### config.mk
export PLATFORM = sky130hd
export DESIGN_NAME = ysyx_25060170_lsu
export DESIGN_NICKNAME = d
export VERILOG_FILES = /design/src/rtl/ysyx_25060170_lsu.sv
export SDC_FILE = /design/constraint.sdc
export NUM_CORES = 1
export LEC_CHECK = 0
export ABC_CLOCK_PERIOD_IN_PS = 2400
export BUFFER_PORTS_ARGS = -buffer_cell sky130_fd_sc_hd__buf_4
export CAP_MARGIN = 30
export CORE_MARGIN = 2
export CORE_UTILIZATION = 49
export CTS_CLUSTER_SIZE = 30
export DETAILED_ROUTE_END_ITERATION = 10
export PLACE_DENSITY = 0.79
export SLEW_MARGIN = 40
export SYNTH_ARGS = -nofsm -noshare
export SYNTH_HDL_FRONTEND = slang
export SYNTH_SLANG_ARGS = --single-unit
### constraint.sdc
create_clock -name clk -period 2.4 [get_ports clk]
set_clock_uncertainty 0.1 [all_clocks]
set_input_delay 0.24 -clock clk [delete_from_list [all_inputs] [get_ports clk]]
set_output_delay 0.24 -clock clk [all_outputs]
set_load 0.02 [all_outputs]
### src/rtl/ysyx_25060170_lsu.sv
// ---------------------------------------------------------------------------
// ysyx_25060170_lsu -- load/store unit between the EXU and the WBU.
//
// Accepts one instruction at a time from the EXU, issues at most one
// word-aligned data-memory request for loads/stores, aligns and extends
// load data, and hands a write-back record to the WBU.
//
// Ports
//   clk, rst            clock; synchronous active-high reset
//   in_valid/in_ready   EXU handshake (in_ready high only when idle)
//   in_addr             ALU result: memory address, or write-back value
//   in_wdata            store data (rs2)
//   in_ren, in_wen      load / store request (both high = store)
//   in_size             funct3: 000 b, 001 h, 010 w, 100 bu, 101 hu
//   in_rd, in_rd_wen    destination register and write enable
//   mem_req_*           word-aligned request: addr, wen, byte mask, wdata
//   mem_resp_*          completion strobe and word read data
//   out_valid/out_ready WBU handshake
//   out_wdata, out_rd, out_rd_wen, out_err   write-back record
//
// Build option
//   YSYX_25060170_LSU_MISALIGN_CHECK_EN  when defined, misaligned h/w
//   accesses skip memory and retire with out_err=1. When undefined,
//   out_err is tied to 0 and misaligned masks are simply truncated.
// ---------------------------------------------------------------------------
module ysyx_25060170_lsu (
  input  logic        clk,
  input  logic        rst,
  input  logic        in_valid,
  output logic        in_ready,
  input  logic [31:0] in_addr,
  input  logic [31:0] in_wdata,
  input  logic        in_ren,
  input  logic        in_wen,
  input  logic [2:0]  in_size,
  input  logic [4:0]  in_rd,
  input  logic        in_rd_wen,
  output logic        mem_req_valid,
  input  logic        mem_req_ready,
  output logic [31:0] mem_req_addr,
  output logic        mem_req_wen,
  output logic [3:0]  mem_req_wmask,
  output logic [31:0] mem_req_wdata,
  input  logic        mem_resp_valid,
  input  logic [31:0] mem_resp_rdata,
  output logic        out_valid,
  input  logic        out_ready,
  output logic [31:0] out_wdata,
  output logic [4:0]  out_rd,
  output logic        out_rd_wen,
  output logic        out_err
);

  typedef enum logic [1:0] {S_IDLE, S_REQ, S_WAIT, S_OUT} state_e;
  typedef enum logic [1:0] {W_B, W_H, W_W} width_e;

  // Unlisted funct3 codes fall into the word class.
  function automatic width_e decode_width(input logic [2:0] size);
    case (size)
      3'b000, 3'b100: return W_B;
      3'b001, 3'b101: return W_H;
      default:        return W_W;
    endcase
  endfunction

  state_e      state_q, state_d;
  logic [31:0] addr_q, addr_d;
  logic [31:0] wdata_q, wdata_d;
  logic        wen_q, wen_d;
  logic [2:0]  size_q, size_d;
  logic [4:0]  rd_q, rd_d;
  logic        rd_wen_q, rd_wen_d;
  logic [31:0] out_wdata_q, out_wdata_d;

  logic        in_misalign;
  logic [1:0]  off;
  logic [31:0] rdata_sh;
  logic [31:0] load_data;

`ifdef YSYX_25060170_LSU_MISALIGN_CHECK_EN
  logic err_q, err_d;
  width_e in_width;
  assign in_width    = decode_width(in_size);
  assign in_misalign = (in_ren | in_wen) &&
                       ((in_width == W_H && in_addr[0]) ||
                        (in_width == W_W && in_addr[1:0] != 2'b00));
  assign out_err     = err_q;
`else
  assign in_misalign = 1'b0;
  assign out_err     = 1'b0;
`endif

  assign off = addr_q[1:0];

  // Load alignment: bring the addressed byte/half down to bit 0, then extend.
  assign rdata_sh = mem_resp_rdata >> {off, 3'b000};

  always_comb begin
    load_data = rdata_sh;
    case (size_q)
      3'b000:  load_data = {{24{rdata_sh[7]}}, rdata_sh[7:0]};
      3'b100:  load_data = {24'h0, rdata_sh[7:0]};
      3'b001:  load_data = {{16{rdata_sh[15]}}, rdata_sh[15:0]};
      3'b101:  load_data = {16'h0, rdata_sh[15:0]};
      default: load_data = rdata_sh;
    endcase
  end

  // NOTE: every signal assigned here gets a default first, so no path can
  // leave it unassigned and infer a latch.
  always_comb begin
    state_d     = state_q;
    addr_d      = addr_q;
    wdata_d     = wdata_q;
    wen_d       = wen_q;
    size_d      = size_q;
    rd_d        = rd_q;
    rd_wen_d    = rd_wen_q;
    out_wdata_d = out_wdata_q;
`ifdef YSYX_25060170_LSU_MISALIGN_CHECK_EN
    err_d       = err_q;
`endif
    case (state_q)
      S_IDLE: begin
        if (in_valid) begin
          addr_d   = in_addr;
          wdata_d  = in_wdata;
          wen_d    = in_wen;
          size_d   = in_size;
          rd_d     = in_rd;
          // Stores and faulting accesses never write back; x0 is never written.
          rd_wen_d = in_rd_wen && (in_rd != 5'd0) && !in_wen && !in_misalign;
`ifdef YSYX_25060170_LSU_MISALIGN_CHECK_EN
          err_d    = in_misalign;
`endif
          if ((in_ren || in_wen) && !in_misalign) begin
            state_d = S_REQ;
          end else begin
            out_wdata_d = in_addr;
            state_d     = S_OUT;
          end
        end
      end
      S_REQ: begin
        // A response strobe here belongs to nobody and is ignored.
        if (mem_req_ready) state_d = S_WAIT;
      end
      S_WAIT: begin
        if (mem_resp_valid) begin
          out_wdata_d = wen_q ? 32'h0 : load_data;
          state_d     = S_OUT;
        end
      end
      S_OUT: begin
        if (out_ready) state_d = S_IDLE;
      end
      default: state_d = S_IDLE;
    endcase
  end

  // NOTE: sequential state uses non-blocking assignments so every flop
  // samples pre-edge values regardless of statement order.
  always_ff @(posedge clk) begin
    if (rst) begin
      state_q     <= S_IDLE;
      addr_q      <= 32'h0;
      wdata_q     <= 32'h0;
      wen_q       <= 1'b0;
      size_q      <= 3'b0;
      rd_q        <= 5'd0;
      rd_wen_q    <= 1'b0;
      out_wdata_q <= 32'h0;
`ifdef YSYX_25060170_LSU_MISALIGN_CHECK_EN
      err_q       <= 1'b0;
`endif
    end else begin
      state_q     <= state_d;
      addr_q      <= addr_d;
      wdata_q     <= wdata_d;
      wen_q       <= wen_d;
      size_q      <= size_d;
      rd_q        <= rd_d;
      rd_wen_q    <= rd_wen_d;
      out_wdata_q <= out_wdata_d;
`ifdef YSYX_25060170_LSU_MISALIGN_CHECK_EN
      err_q       <= err_d;
`endif
    end
  end

  // Request fields come straight from the latched operands, so they stay
  // stable for as long as the request is held.
  always_comb begin
    mem_req_wmask = 4'b0000;
    if (wen_q) begin
      case (decode_width(size_q))
        W_B:     mem_req_wmask = 4'b0001 << off;
        W_H:     mem_req_wmask = 4'b0011 << off;
        default: mem_req_wmask = 4'b1111;
      endcase
    end
  end

  assign mem_req_valid = (state_q == S_REQ);
  assign mem_req_addr  = {addr_q[31:2], 2'b00};
  assign mem_req_wen   = wen_q;
  assign mem_req_wdata = wdata_q << {off, 3'b000};

  assign in_ready   = (state_q == S_IDLE);
  assign out_valid  = (state_q == S_OUT);
  assign out_wdata  = out_wdata_q;
  assign out_rd     = rd_q;
  assign out_rd_wen = rd_wen_q;

endmodule

Word level (Yosys, flattened, before mapping)
Index checks and enable logic that the tools add are counted.
- shift operators: 4
- reductions and logical operators: 14
- equal/unequal tests: 12
- multiplexer cells: 16
- operators by type and width (cell ; number):
    32-bit 2-to-1 mux ; 4
    32-bit case mux with 4 select lines ; 1
    32-bit case mux with 2 select lines ; 1
    32-bit by 5-bit << shifter with 32-bit output ; 1
    32-bit by 5-bit >> shifter with 32-bit output ; 1
    2-bit 2-to-1 mux ; 6
    2-bit case mux with 4 select lines ; 1
    4-bit case mux with 2 select lines ; 1
    4-bit AND reduction ; 2
    3-bit equality test, second input constant ; 2
    2-bit inequality test, second input constant ; 3
    5-bit nonzero test ; 1
    2-bit by 1-bit equality test with 1-bit output, second input constant ; 2
    2-bit equality test, second input constant ; 2
    2-bit logical NOT ; 2
    4-bit 2-to-1 mux ; 1
    2-bit by 1-bit inequality test with 1-bit output, second input constant ; 2
    2-bit case mux with 2 select lines ; 1
    2-bit OR reduction ; 2
    1-bit by 2-bit << shifter with 4-bit output, first input constant ; 1
    2-bit by 2-bit << shifter with 4-bit output, first input constant ; 1
    3-bit by 1-bit equality test with 1-bit output, second input constant ; 1
    3-bit logical NOT ; 1
    1-bit logical AND ; 2
    other kinds (4) ; 4
- input port bits: 113
- bits in registers: 108
- output and inout port bits: 111
- logic and storage cells: 54

Logic depth before layout (Yosys ltp)
Gate-level depths: netlist of run 1.
- depth in word-level cells: 7
- gate-level depth with buffers: 9
- mapped depth without buffers: 6

Worst setup path before layout of run 1
OpenSTA, ideal clock, no wires.
- path kind: register -> register
- from: reg state_q[0]
- to: reg out_wdata_q[11] (netlist: out_wdata[11])
- path slack: 0.340 ns
- path buffers: 3
- period minus slack after synthesis: 2.060 ns
- arrival: 1.837 ns
- library setup time: 0.123 ns
- stages on the path, launching flop included: 10
- data required time: 2.177 ns
- cells stage by stage: dfxtp_1 inv_1 ha_1 and4bb_1 buf_6 o21a_4 buf_6 buf_2 o211ai_1 o22ai_1
- cells in the longest elaborated chain, start to end: 3
- elaborated cells between the ends (all ways): 8
- those cells by class: 4 x eq/ne; 1 x mux; 3 x reduce/logical
- ends and longest elaborated chain (element ; line ; source):
    start: declaration ; 66 ; state_e state_q, state_d;
    start signal: assignment ; 177 ; state_q <= state_d;
    2-bit logical NOT * ; -- ;
    named net in_ready ; 30 ; output logic in_ready,
    2-bit inequality test (no source line) or 2-bit nonzero test (tied branches) ; -- ;
    4-bit AND reduction (no source line) ; -- ;
    end signal: assignment ; 184 ; out_wdata_q <= out_wdata_d;
    end: declaration ; 73 ; logic [31:0] out_wdata_q, out_wdata_d;
The timed path passes the listed nets; every way through them passes the cells marked *.
A chain may end at the register's enable or synchronous reset.

Worst setup path in the final report of run 1
- from: reg addr_q[1]
- to: out mem_req_wdata[21]
- cells in the longest elaborated chain, start to end: 1
- ends and longest elaborated chain (element ; line ; source):
    start: declaration ; 67 ; logic [31:0] addr_q, addr_d;
    start signal: assignment ; 178 ; addr_q <= addr_d;
    32-bit by 5-bit << shifter with 32-bit output ; 207 ; assign mem_req_wdata = wdata_q << {off, 3'b000};
    end: declaration ; 43 ; output logic [31:0] mem_req_wdata,
Every way passes these cells.

==> flow_summary_export.csv, run 1 <==
group,metric,value,unit
final_layout,antenna_cells,0,
clocking,clock_tree.buffer_depth,2,
grt,grt_pass1_vias,5531,
synth,netlist.area_leader.share,37.6,%
synth,synth-seq-cells,108,
clocking,clkSinkCount,108,
setup_path,crit_slowest_cell,"dfxtp_2",
drt,drtIter0Drc,448,
setup_path,max_stage_delay,0.44,ns
synth,synth_top_cell_by_area,"dfxtp_1",
floorplan,rows,39,
floorplan,die_x,112,um
drt,drtPass1Iterations,4,
final_layout,area_growth,31.9,%
clocking,cts_root_buf,"clkbuf_16",
clocking,cts_tree,"built",
pwr,power_density,1000,nW/um2
sta,worst_pin_slew,0.610,ns
grt,grt_max_degree,49,
setup_path,crit_chain,"buf_4 > mux2i_1 > o21ai_0 > buf_4",
sta,setup_tns,0,ns
synth,syn_inst,723,
synth,synth_cell_types,47,
sta,drv_slew,0,
synth,synth_area_per_cell,7.94,um2
final_layout,final_nets,1001,
job,cap_viol_max_count,0,
synth,syn_area,5740,um2
floorplan,core_area,11400,um2
min_path,min_path_cells,3,
synth,synth_area_leaders,"dfxtp_1, nand2_1, a21oi_1",
synth,async_flop_share,0,%
setup_path,crit_buf_inv,2,
setup_path,critical_path_peak_fanout,34,
synth,yosysWarnings,0,
sta,layout_min_cycle_time,2.22,ns
setup_path,worstSetupPathDepth,4,
place,dp.final_hpwl,13300,um
outcome,status,"finished clean",
sta,grt_setup_unrepaired,"false",
clocking,cts_buffers,9,
clocking,ctsHtreeMaxLevel,3,
pwr,p_leak,3.19,nW
grt,grt_pass1_wl,28600,um
grt,antenna_found_initial,0,
drt,drt-wirelength-per-cell,17.6,um
sta,finalSetupViolCount,0,
floorplan,dieArea,12600,um2
place,place_congestion,0.890,
setup_path,cp_data_arrival_time,1.88,ns
floorplan,io_pins,224,
pwr,ir_worst_vdd,0.588,mV
sta,hold_slack,0.0293,ns
sta,finalCritPeriodShare,92.5,%
setup_path,critPathCaptureType,"output port",
setup_path,start_kind,"register",
min_path,hp-class,"in -> reg",
floorplan,die_h,112,um
synth,synthFlopType,"dfxtp_1",
clocking,cts_setup_buffers,0,
final_layout,finalNonFillerCells,1031,
clocking,postCtsHoldBufs,0,
setup_path,worstPathRequired,2.06,ns
setup_path,path_common_cell,"buf_4",
floorplan,initial_core_util,50.3,%
clocking,cts_resized,0,
setup_path,cp_top_family,"buffers and inverters",
sta,relSlewSlack,59.2,%
sta,fmax,450,MHz
drt,vias,5854,
drt,post-route-drc-count,0,
setup_path,crit_type,"reg -> out",
final_layout,drive_above_1_share,30.6,%
setup_path,ff2ff_path_depth,6,
drt,ant_nets,0,
grt,grt_usage,28.0,%
clocking,clock_latency,0.36,ns
place,dp.cells,1015,
synth,synth_edf_count,0,
sta,finalHoldViolations,0,
drt,routed_via_density,5.68,
clocking,cts.clk_slew.worst_paths,0.08,ns
place,port_buffers,220,
grt,grt-ovfl-total,0,
synth,ys_seq_area_share,37.6,%
drt,wl,18200,um
## cell usage after synthesis (4+ instances only)
cell type,instances
o21a_1,4
dfxtp_1,108
o22ai_1,8
buf_1,8
a2bb2oi_1,8
a21boi_0,7
ha_1,5
nor2b_1,13
nor2_1,24
o211ai_1,14
a21oi_1,99
nand2_1,157
clkbuf_1,35
a211oi_1,11
buf_6,4
o21ai_0,32
and2_1,9
o2111ai_1,7
a31oi_1,9
nand2b_1,14
buf_4,34
o2bb2ai_1,8
inv_1,4
mux2i_1,49
a221oi_1,15
buf_2,14
## metal layers
layer	track usage, %	vias up	part of all wire (%)	routed length (um)
li1	-	2813	-	-
met5	0	-	0	0
met1	38.6	2724	44	7930
met4	9.76	0	2.3	417
met3	6.10	30	8.6	1560
met2	43.7	287	45	8270
## cell type report
cell class	instances	area (um2)
repair buffers	243	1860
clock buffers	11	253
multi-input cells	517	3040
fillers	951	3850
flip-flops and latches	108	2160
well taps	143	179
inverters	4	15.0
clock inverters	5	58.8
## placed cells by master, fill, tap and decap left out, types with 2 or more instances in the layout
cell,count
o21ai_2,2
nand2_1,156
nand2b_1,14
a31oi_1,9
o2111ai_1,7
and3_1,2
conb_1,3
nor2b_1,13
a211oi_1,11
o211ai_1,14
clkbuf_8,2
o21a_1,4
a21oi_1,99
inv_1,4
and2_1,8
clkbuf_16,9
ha_1,5
mux2i_1,49
o22ai_1,8
clkinvlp_4,2
nor2_1,24
a21boi_0,7
a221oi_1,15
buf_12,3
a2bb2oi_1,8
dfxtp_2,2
dfxtp_1,106
buf_4,240
o2bb2ai_1,8
o21ai_0,32
## through the flow
step / setup slack [ns] / util (%) / total power, mW / area (um2)
4_1_cts: 0.191 / 66.3 / 7.58 / 7570
5_1_grt: 0.0419 / 66.3 / 8.00 / 7570
2_1_floorplan: 0.340 / - / 4.77 / 5750
6_report: 0.179 / 66.3 / 7.58 / 7570
3_3_place_gp: 0.418 / 63.6 / 5.93 / 7260
3_5_place_dp: 0.266 / 63.6 / 6.02 / 7260
## power breakdown
group	internal (mW)	leakage (nW)	switching (mW)
Sequential	2.18	0.885	0.291
Combinational	1.43	2.16	2.10
Clock	0.869	0.148	0.697
Total	4.49	3.19	3.09
## worst paths after layout
kind / from / end / slack [ns]
max reg2reg: state_q[0] / out_wdata[26] / 0.25
max: addr_q[1] / mem_req_wdata[21] / 0.18
min: in_wdata[2] / wdata_q[2] / 0.03
min reg2reg: out_rd[1] / out_rd[1] / 0.36
## flip-flops by register name, indices dropped and copies added (netlist names)
name / count
size_q: 3
wdata_q: 32
out_wdata: 32
addr_q: 32
out_rd: 5
mem_req_wen: 1
state_q: 2
out_rd_wen: 1
## logic make-up (layout without fill, tap and decap cells)
logic type      after synthesis  in the layout  synth area share [%]
other cells                   1              3                0.0653
buf+inv                     100            263                  9.61
xor+xnor                      1              1                 0.153
flops                       108            108                  37.6
fa+ha+maj                     5              5                  1.09
simple gates                232            232                  18.0
compound gates              226            226                  24.5
mux                          50             50                  8.93
## worst reg2reg max path: cells and delay by family (launching register included)
family	cells	cell delay (ns)
buffers and inverters	1	0.12
adders and majority gates	1	0.27
DFF	1	0.35
and+or+nand+nor	2	0.87
AOI/OAI and AO/OA	2	0.31
No activity file was read; power rests on OpenSTA's default activity.
==> inputs of run 2 (changes only) <==
==> constraint.sdc (replaced) <==
create_clock -name clk -period 2.4 [get_ports clk]
set_clock_uncertainty 0.1 [all_clocks]
set_input_delay 0.6 -clock clk [delete_from_list [all_inputs] [get_ports clk]]
set_output_delay 0.6 -clock clk [all_outputs]
set_load 0.02 [all_outputs]
==> run 2 against run 1 <==
Worst hold slack gained 0.33 ns. Critical endpoint unchanged. Sequential power is essentially flat. Critical path depth is the same. Combinational power is essentially flat. First-iteration DRC count grew 7.1%. Die area is the same.
==> flow_summary_export.csv, run 2 (synthesis results as in run 1) <==
group,metric,value,unit
pwr,p_leak,3.20,nW
final_layout,area_growth,32.4,%
drt,wl,18300,um
clocking,clkSinkCount,108,
setup_path,crit_start,"addr_q[1]",
outcome,status,"finished clean",
drt,drt-wirelength-per-cell,17.7,um
setup_path,critical_path_peak_fanout,22,
setup_path,cp_top_family,"flip-flops",
final_layout,final_cell_mix,"buf_4, nand2_1, dfxtp_1, a21oi_1, mux2i_1",
min_path,worstHoldStart,"addr_q[30]",
floorplan,initial_core_util,50.3,%
sta,grt_setup_unrepaired,"false",
setup_path,crit_chain,"buf_12 > mux2i_1 > o21ai_0 > buf_4",
grt,grt_pass1_wl,28700,um
final_layout,layout_commonest_cell,"buf_4",
job,cap_viol_max_count,0,
grt,grt-ovfl-total,0,
min_path,hp-class,"reg -> reg",
sta,finalSetupViolCount,0,
setup_path,reg2reg_from,"state_q[0]",
pwr,ir_worst_vdd,0.535,mV
min_path,min_path_cells,2,
sta,worst_pin_slew,0.572,ns
drt,drtPass1Iterations,5,
final_layout,drive_above_1_share,30.5,%
drt,routed_via_density,5.74,
final_layout,fill_cells,995,
setup_path,r2r_setup_slack,0.21,ns
grt,grt_usage,28.0,%
floorplan,rows,39,
pwr,power_density,992,nW/um2
grt,grt_max_degree,80,
clocking,clock_latency,0.34,ns
place,port_buffers,220,
floorplan,core_area,11400,um2
drt,drtIter0Drc,480,
grt,grt_pass1_vias,5568,
sta,relSlewSlack,61.7,%
drt,ant_nets,0,
sta,setup_tns,0,ns
floorplan,dieArea,12600,um2
setup_path,start_kind,"register",
setup_path,critPathCaptureType,"output port",
setup_path,crit_slowest_cell,"dfxtp_4",
setup_path,crit_type,"reg -> out",
min_path,hold_path_end,"addr_q[30]",
clocking,cts_tree,"built",
final_layout,fin_util,66.6,%
place,dp.final_hpwl,13500,um
setup_path,worstPathRequired,1.70,ns
setup_path,ff2ff_path_depth,6,
clocking,cts_setup_buffers,0,
clocking,clock_tree.buffer_depth,2,
floorplan,die_h,112,um
setup_path,max_stage_delay,0.45,ns
sta,layout_min_cycle_time,2.28,ns
drt,vias,5928,
drt,post-route-drc-count,0,
setup_path,reg2reg_to,"out_wdata[26]",
sta,drv_slew,0,
final_layout,final_nets,1002,
sta,fmax,438,MHz
setup_path,crit_buf_inv,2,
place,place_congestion,0.900,
sta,finalCritPeriodShare,95.2,%
clocking,cts_root_buf,"clkbuf_16",
sta,finalHoldViolations,0,
grt,antenna_found_initial,0,
setup_path,worstSetupPathDepth,4,
clocking,cts.clk_slew.worst_paths,0.07,ns
clocking,cts_buffers,9,
clocking,ctsHtreeMaxLevel,3,
floorplan,io_pins,224,
floorplan,die_x,112,um
setup_path,cp_data_arrival_time,1.58,ns
## run 2: worst min-delay path, stage by stage (launching register included)
cell and delay, ns:
dfxtp_1 0.31, nand2_1 0.05, a21oi_1 0.05
## run 2: how the worst max path moves through the flow
stage | end | slack [ns]
2_1_floorplan | mem_req_wdata[16] | 0.22
3_3_place_gp | out_wdata[31] | 0.31
3_5_place_dp | out_wdata[26] | 0.23
4_1_cts | mem_req_wdata[25] | 0.03
5_1_grt | mem_req_wdata[25] | 0.03
6_report | mem_req_wdata[21] | 0.12
## run 2: layout make-up
| class | count | area (um2) | share of cell area, % |
|---|---|---|---|
| inverter | 4 | 15.0 | 0.197 |
| sequential | 108 | 2170 | 28.5 |
| tap | 143 | 179 | 2.35 |
| timing repair buffer | 244 | 1910 | 25.1 |
| multi-input combinational | 517 | 3040 | 40.0 |
| antenna | 1 | 2.50 | 0.0329 |
| clock buffer | 11 | 243 | 3.19 |
| clock inverter | 4 | 50.0 | 0.658 |
## run 2: through the flow
step,setup WS [ns],hold slack [ns],power (mW),instances,area (um2)
2_1_floorplan,0.216,0.332,4.77,725,5750
3_3_place_gp,0.308,0.342,5.96,1016,7310
3_5_place_dp,0.228,0.349,6.05,1016,7310
4_1_cts,0.0326,0.359,7.54,1031,7600
5_1_grt,0.0277,0.373,7.96,1031,7600
6_report,0.116,0.355,7.54,1032,7600
## run 2: where the power goes
group          switching [mW]  internal [mW]  total [mW]
registers               0.301           2.19        2.49
logic                    2.10           1.46        3.56
clock network           0.666          0.832        1.50
## run 2: metal layers
metal,part of all wire [%],vias to the layer above,routed length (um),global-route usage (%)
li1,-,2819,-,-
met1,43,2769,7850,38.3
met2,46,310,8500,44.9
met3,8.7,30,1590,5.08
met4,2.0,0,368,9.19
met5,0,-,0,0
## run 2: what timing repair did
item | 4_1_cts | 5_1_grt
setup endpoints to repair | 0 | 8
gates resized for setup | 0 | 1
hold buffers | 0 | 0
==> inputs of run 3 (changes only) <==
Settings changed: BUFFER_PORTS_ARGS -buffer_cell sky130_fd_sc_hd__buf_4 to -buffer_cell sky130_fd_sc_hd__buf_2, CORE_UTILIZATION 49 to 43, PLACE_DENSITY 0.79 to 0.71.
==> run 3 against run 2 <==
Die area is 13% higher. Flip-flop and latch count stayed put. Maximum frequency is 0.40% lower. Total power is 2.2% lower. Sequential power hardly changed. Non-clock buffer count is 2 lower.
==> flow_summary_export.csv, run 3 (synthesis results as in run 1) <==
group,metric,value,unit
grt,grt-ovfl-total,0,
drt,wl,17600,um
floorplan,die_x,120,um
pwr,p_seq_share,33.5,%
drt,post-route-drc-count,0,
clocking,cts.clk_slew.worst_paths,0.07,ns
drt,drtPass1Iterations,5,
place,place_congestion,0.870,
sta,relSlewSlack,62.6,%
sta,setup_tns,0,ns
pwr,ir_worst_vdd,0.767,mV
pwr,switching_share,40.8,%
setup_path,worstPathRequired,1.70,ns
setup_path,crit_type,"reg -> out",
pwr,power_density,1040,nW/um2
pwr,pwr-share-comb,43.9,%
drt,routed_via_density,5.36,
place,pre_cts_ws,0.264,ns
setup_path,crit_buf_inv,2,
sta,worst_pin_slew,0.560,ns
grt,grt_usage,23.9,%
job,cap_viol_max_count,0,
clocking,postCtsHoldBufs,0,
final_layout,area_growth,24.0,%
sta,layout_min_cycle_time,2.29,ns
pwr,internal-power,4.37,mW
clocking,cts_buffers,9,
final_layout,design_area,7120,um2
sta,finalHoldViolations,0,
floorplan,rows,42,
final_layout,final_cell_mix,"buf_2, nand2_1, dfxtp_1, a21oi_1, mux2i_1",
drt,vias,5686,
clocking,clock_latency,0.35,ns
drt,drt-wirelength-per-cell,16.6,um
place,placed_area,6780,um2
sta,setup_slack,0.107,ns
place,dp.final_hpwl,12500,um
sta,grt_setup_unrepaired,"false",
floorplan,io_pins,224,
setup_path,cp_top_family,"flip-flops",
setup_path,cp_data_arrival_time,1.59,ns
place,dp.cells,1047,
final_layout,finalNonFillerCells,1061,
outcome,status,"finished clean",
clocking,cts_root_buf,"clkbuf_16",
clocking,clkSinkCount,108,
sta,fmax,436,MHz
clocking,cts_setup_buffers,0,
place,port_buffers,220,
setup_path,critPathCaptureType,"output port",
pwr,p_leak,3.10,nW
floorplan,dieArea,14300,um2
drt,drtIter0Drc,461,
final_layout,layout_commonest_cell,"buf_2",
pwr,power,7.38,mW
sta,finalSetupViolCount,0,
floorplan,die_h,120,um
setup_path,critical_path_peak_fanout,24,
final_layout,final_nets,1000,
setup_path,start_kind,"register",
final_layout,drive_above_1_share,30.5,%
sta,hold_slack,0.352,ns
final_layout,fin_util,54.2,%
grt,antenna_found_initial,1,
clocking,ctsHtreeMaxLevel,3,
grt,grt_max_degree,80,
drt,ant_nets,0,
setup_path,crit_slowest_cell,"dfxtp_4",
floorplan,initial_core_util,43.7,%
setup_path,max_stage_delay,0.47,ns
floorplan,core_area,13100,um2
clocking,cts_tree,"built",
min_path,hp-class,"reg -> reg",
sta,drv_slew,0,
pwr,clock_power_share,22.7,%
grt,grt_pass1_vias,5152,
sta,finalCritPeriodShare,95.5,%
clocking,clock_tree.buffer_depth,2,
final_layout,fill_cells,1304,
setup_path,crit_chain,"buf_12 > mux2i_2 > o21ai_0 > buf_2",
pwr,switchingPower,3.01,mW
grt,grt_pass1_wl,27400,um
[run 3: cell types whose count changed in the layout (fill, tap and decap cells not counted), sizes merged]
cell      change
buf           -2
bufinv        +2
clkbuf        -2
clkinv        -1
clkinvlp      -2
inv           +1
[run 3: power by group through the flow]
stage / Sequential [mW] / Combinational [mW] / Clock, mW
2_1_floorplan: 2.63 / 2.13 / 0
3_3_place_gp: 2.49 / 3.20 / 0
3_5_place_dp: 2.49 / 3.23 / 0
4_1_cts: 2.46 / 3.24 / 1.72
5_1_grt: 2.52 / 3.53 / 1.78
6_report: 2.47 / 3.24 / 1.67
[run 3: area by class of cell]
type | count | area, um2 | area share [%]
multi-input combinational | 517 | 3050 | 42.8
sequential | 108 | 2170 | 30.5
timing repair buffer | 242 | 1340 | 18.8
clock buffer | 9 | 225 | 3.16
tap | 176 | 220 | 3.09
clock inverter | 4 | 98.8 | 1.39
inverter | 4 | 15.0 | 0.211
antenna | 1 | 2.50 | 0.0351
[run 3: timing repair]
| item | 4_1_cts | 5_1_grt |
|---|---|---|
| setup endpoints to repair | 1 | 1 |
| resized for setup | 2 | 2 |
| endpoints found under the hold margin | 0 | 0 |
| cloned | 0 | 0 |
[run 3: path summary, 6_finish.rpt]
kind,startpoint,slack [ns],cells after the start,to
worst max-delay path,addr_q[1],0.11,4,mem_req_wdata[21]
worst min-delay path,addr_q[11],0.35,2,addr_q[11]
worst max register to register,state_q[0],0.27,7,out_wdata[28]
worst min register to register,addr_q[11],0.35,2,addr_q[11]
[run 3: metal layers]
metal	global-route usage, %	vias to the layer above	share of wire (%)
met5	0	-	0
li1	-	2812	-
met4	4.34	0	1.0
met1	33.7	2632	46
met3	6.13	13	8.0
met2	37.4	229	45
[run 3: tightest hold or removal path: cells and delay by family (launching register included)]
kind	cells	cell delay (ns)
flip-flops	1	0.31
AND/OR/NAND/NOR	1	0.05
AO/OA/AOI/OAI	1	0.05
